$ cat src/rtl/pipe_stage_buf.sv
// pipe_stage_buf: valid/ready stage register with a DEPTH-entry in-order buffer.
// Define PIPE_STAGE_STALL_MARK_EN to enable the head_wait flag driving out_stalled.
module pipe_stage_buf #(
  parameter int WIDTH = 64,
  parameter int DEPTH = 2,
  localparam int CW = $clog2(DEPTH + 1),
  localparam int PW = (DEPTH > 1) ? $clog2(DEPTH) : 1
) (
  input  logic             clk,
  input  logic             reset,
  input  logic             flush,
  input  logic             in_valid,
  output logic             in_ready,
  input  logic [WIDTH-1:0] in_data,
  output logic             out_valid,
  input  logic             out_ready,
  output logic [WIDTH-1:0] out_data,
  output logic             out_stalled,
  output logic [CW-1:0]    count
);

  generate
    if (!(DEPTH == 1 || DEPTH == 2 || DEPTH == 4 || DEPTH == 8)) begin : g_bad_depth
      $error("pipe_stage_buf: DEPTH must be 1, 2, 4 or 8");
    end
  endgenerate

  logic [WIDTH-1:0] r_mem [DEPTH];
  logic [PW-1:0]    r_wp;
  logic [PW-1:0]    r_rp;
  logic [CW-1:0]    r_cnt;
  logic             w_push;
  logic             w_pop;

  function automatic logic [PW-1:0] f_inc(input logic [PW-1:0] p);
    if (DEPTH == 1) return '0;
    return PW'(p + 1'b1);
  endfunction

  // in_ready uses only registered state plus reset, never out_ready
  assign in_ready  = reset && (r_cnt != CW'(DEPTH));
  assign out_valid = (r_cnt != '0);
  assign out_data  = out_valid ? r_mem[r_rp] : '0;
  assign count     = r_cnt;

  assign w_push = in_valid && in_ready && !flush;
  assign w_pop  = out_valid && out_ready;

  always_ff @(posedge clk) begin
    if (w_push) r_mem[r_wp] <= in_data;
  end

  always_ff @(posedge clk or negedge reset) begin
    if (!reset) begin
      r_wp  <= '0;
      r_rp  <= '0;
      r_cnt <= '0;
    end else if (flush) begin
      r_wp  <= '0;
      r_rp  <= '0;
      r_cnt <= '0;
    end else begin
      if (w_push) r_wp <= f_inc(r_wp);
      if (w_pop)  r_rp <= f_inc(r_rp);
      unique case ({w_push, w_pop})
        2'b10:   r_cnt <= r_cnt + CW'(1);
        2'b01:   r_cnt <= r_cnt - CW'(1);
        default: r_cnt <= r_cnt;
      endcase
    end
  end

`ifdef PIPE_STAGE_STALL_MARK_EN
  logic r_head_wait;

  always_ff @(posedge clk or negedge reset) begin
    if (!reset) begin
      r_head_wait <= 1'b0;
    end else if (flush || w_pop) begin
      r_head_wait <= 1'b0;
    end else if (out_valid && !out_ready) begin
      r_head_wait <= 1'b1;
    end
  end

  assign out_stalled = out_valid && r_head_wait;
`else
  assign out_stalled = 1'b0;
`endif

endmodule

$ cat config.mk
export PLATFORM = sky130hd
export DESIGN_NAME = pipe_stage_buf
export DESIGN_NICKNAME = d
export VERILOG_FILES = /design/src/rtl/pipe_stage_buf.sv
export SDC_FILE = /design/constraint.sdc
export NUM_CORES = 1
export LEC_CHECK = 0
export ABC_CLOCK_PERIOD_IN_PS = 5800
export CAP_MARGIN = 20
export CORE_MARGIN = 8
export CORE_UTILIZATION = 45
export CTS_BUF_LIST = sky130_fd_sc_hd__clkbuf_8
export DETAILED_ROUTE_END_ITERATION = 6
export PLACE_DENSITY_LB_ADDON = 0.25
export RECOVER_POWER = 100
export SLEW_MARGIN = 20
export SYNTH_ARGS = -nofsm -noshare
export SYNTH_HDL_FRONTEND = slang
export SYNTH_SLANG_ARGS = --single-unit
export TNS_END_PERCENT = 50
$ cat constraint.sdc
create_clock -name clk -period 5.8 [get_ports clk]
set_input_delay 0.87 -clock clk [delete_from_list [all_inputs] [get_ports clk]]
set_output_delay 0.87 -clock clk [all_outputs]
set_load 0.02 [all_outputs]
==> flow_summary_export.csv <==
group,metric,value,unit
global_route,grt_pass1_vias,3168,
floorplan,std_cell_rows,38,
placement,place_area,6561,um^2
layout,syn2layout_area_growth,37.42,%
sta,finalCritPeriodShare,74.61,%
logic_synthesis,synthAdderAreaFrac,0,%
setup_path,start_kind,"input pin",
power_and_ir_drop,cellPowerDensity,290.1,nW/um^2
floorplan,core-area,10940,um^2
routing,vias_per_cell,4.827,
global_route,grt_first_pass_wirelength,16160,um
setup_path,cp_max_fo,41,
layout,fin_area,6962,um^2
setup_path,critPathSlowestCell,"nor2_1",
layout,layout_commonest_cell,"dlygate4sd3_1",
power_and_ir_drop,power.internal,0.001549,W
sta,skew,9.772,ps
global_route,gr-total-overflow,0,
setup_path,crit_path_max_incr_delay,1480,ps
routing,postRouteAntennaNets,0,
sta,finalSetupViolations,0,
clock_network,clockBufferDepth,2,
logic_synthesis,synthMuxAreaShare,12.65,%
logic_synthesis,ys_types,21,
global_route,grt_max_degree,67,
setup_path,reg2reg_setup_slack,1950,ps
logic_synthesis,syn-num-nets,371,
clock_network,cts_inserted_buffers,17,
logic_synthesis,synth-simple-area-share,6.619,%
logic_synthesis,postSynthCellCount,302,
clock_network,postCtsHoldBufs,0,
sta,min_period,4327,ps
logic_synthesis,syn_avg_cell_area,16.78,um^2
global_route,global_route.usage.total,14.22,%
sta,hold_viol,0,
clock_network,cts_resized,0,
layout,final_cell_mix,"dlygate4sd3_1, edfxtp_1, nor2_1",
setup_path,reg2reg_from,"count[1]",
routing,routed_wl,10500,um
logic_synthesis,synthXorXnorAreaFrac,0.1729,%
routing,drt-initial-drc-count,153,
floorplan,dieArea,14910,um^2
routing,drc,0,
setup_path,reg2reg_depth,4,
power_and_ir_drop,max-vdd-ir-drop,0.1771,mV
sta,rsz0062_at_grt,"no",
flow_run,drv_cap,3,
setup_path,timing.rr.end,"r_mem[0][22]",
global_route,antenna_found_initial,1,
clock_network,cts-root-buf,"clkbuf_8",
routing,dr_total_vias,2896,
sta,finalSetupTns,0,ps
placement,numPortBuffers,136,
setup_path,crit_arrival,4360,ps
setup_path,worstPathRequired,5830,ps
clock_network,post_cts_buffers,0,
setup_path,cp-startpoint,"reset",
routing,wl_per_cell,17.50,um
logic_synthesis,syn_area,5066,um^2
clock_network,clk_pin_slew,70,ps
setup_path,cp_cell_sequence,"dlygate4sd3_1 -> nand4bb_1 -> nor2_1 -> clkbuf_2",
sta,report.final.slew_viol_count,78,
logic_synthesis,synth_top_family_by_area,"multiplexers",
status,violations,"max-capacitance violations, max-slew violations",
sta,slew-limit-headroom,-32.62,%
floorplan,die_w,122.1,um
status,status,"complete, but fails checks",
setup_path,path_class,"in2reg",
clock_network,cts_tree,"yes",
power_and_ir_drop,p_leak,2.463,nW
power_and_ir_drop,switching_share,23.31,%
clock_network,clock-sinks,132,
floorplan,die_y,122.1,um
power_and_ir_drop,power.share.clock,36.6,%
power_and_ir_drop,power_frac_comb,9.9,%
clock_network,clock_latency,420,ps
sta,tightestPinTransition,1982,ps
logic_synthesis,synth-seq-cells,132,
floorplan,pin_count,138,
power_and_ir_drop,netSwitchingPower,0.0004707,W
placement,place.gp.congestion,0.7678,
power_and_ir_drop,seqPwrFrac,53.5,%
layout,fin_nets,515,
logic_synthesis,yosysWarningCount,0,
layout,drive_gt1_share,7.843,%
clock_network,h-tree-depth,4,
setup_path,worstSetupEndpoint,"r_mem[0][22]",
sta,fmax,231.1,MHz
setup_path,cp-end-kind,"register",
worst_hold_path,hp-class,"reg2reg",
routing,detail_route.first_pass.iterations,4,
floorplan,initial_core_util,46.33,%
logic_synthesis,ys_seq_area_share,77.85,%
placement,hpwl,6914,um
logic_synthesis,synth-compound-area-share,0.7162,%
-- cells in the mapped netlist --
| master | number | share of area, % |
|---|---|---|
| a21oi_1 | 2 | 0.20 |
| a31oi_1 | 1 | 0.12 |
| and2_1 | 2 | 0.25 |
| buf_2 | 6 | 0.59 |
| buf_4 | 7 | 1.0 |
| clkbuf_1 | 2 | 0.15 |
| conb_1 | 1 | 0.074 |
| dfrtp_1 | 4 | 2.0 |
| edfxtp_1 | 128 | 76 |
| inv_1 | 2 | 0.15 |
| mux2i_1 | 64 | 13 |
| nand2_1 | 2 | 0.15 |
| nand3_1 | 1 | 0.099 |
| nand3b_1 | 2 | 0.30 |
| nand4bb_1 | 1 | 0.22 |
| nor2_1 | 68 | 5.0 |
| nor2b_1 | 2 | 0.25 |
| nor4bb_1 | 1 | 0.20 |
| o21ai_0 | 4 | 0.40 |
| or3_1 | 1 | 0.12 |
| xor2_1 | 1 | 0.17 |
-- cell type report --
class / instances / area [um^2]
well taps: 140 / 175.2
clock buffers: 17 / 234.0
clock inverters: 15 / 157.7
repair buffers: 140 / 1409
diodes: 1 / 2.502
inverters: 2 / 7.507
fillers: 807 / 3974
flip-flops and latches: 132 / 3944
multi-input cells: 153 / 1032
-- sequential cells by signal (all words and copies together), names as in the netlist --
| signal | flops |
|---|---|
| count | 2 |
| r_mem | 128 |
| r_rp | 1 |
| r_wp | 1 |
-- how the worst min path moves through the flow --
stage,start,to,slack [ps],cells past startpoint
floorplan,r_wp,r_wp,540,2
global placement,r_wp,r_wp,610,2
detailed placement,r_wp,r_wp,620,2
CTS,r_wp,r_wp,630,2
global route,r_wp,r_wp,630,2
finish,r_wp,r_wp,590,2
-- power groups by stage --
stage | Clock (W) | Sequential, W | Combinational (W)
global placement | 0 | 0.00111 | 0.000208
global route | 0.000795 | 0.00108 | 0.000215
finish | 0.000739 | 0.00108 | 0.000200
floorplan | 0 | 0.00110 | 0.000105
CTS | 0.000758 | 0.00109 | 0.000212
detailed placement | 0 | 0.00111 | 0.000211
-- per-stage QoR --
| stage | power (W) | util [%] | hold slack, ps | cells | setup slack (ps) |
|---|---|---|---|---|---|
| after floorplan | 0.001201 | - | 535.5 | 302 | 1570 |
| after global placement | 0.001317 | 60.00 | 607.7 | 566 | 2361 |
| after detailed placement | 0.001320 | 60.00 | 620.2 | 566 | 2323 |
| after CTS | 0.002058 | 63.58 | 630.9 | 598 | 2234 |
| after global routing | 0.002092 | 63.66 | 626.7 | 600 | 1214 |
| final | 0.002019 | 63.66 | 588.0 | 600 | 1473 |
-- logic make-up after synthesis --
logic type      Yosys count
flops                   132
simple gates             80
mux                      64
buf+inv                  17
compound gates            7
xor+xnor                  1
other cells               1
-- layer usage --
layer | global-route usage (%) | vias to the layer above | routed length, um
li1 | - | 1407 | -
met1 | 17.37 | 1372 | 4664
met2 | 22.14 | 108 | 4893
met3 | 6.155 | 9 | 839
met4 | 5.027 | 0 | 102
met5 | 0 | - | 0
-- worst max-delay path: cells and delay by family --
kind / cells / cell delay [ps]
buf+inv: 2 / 1790
simple gates: 2 / 1660
(Power assumes the default switching activity.)
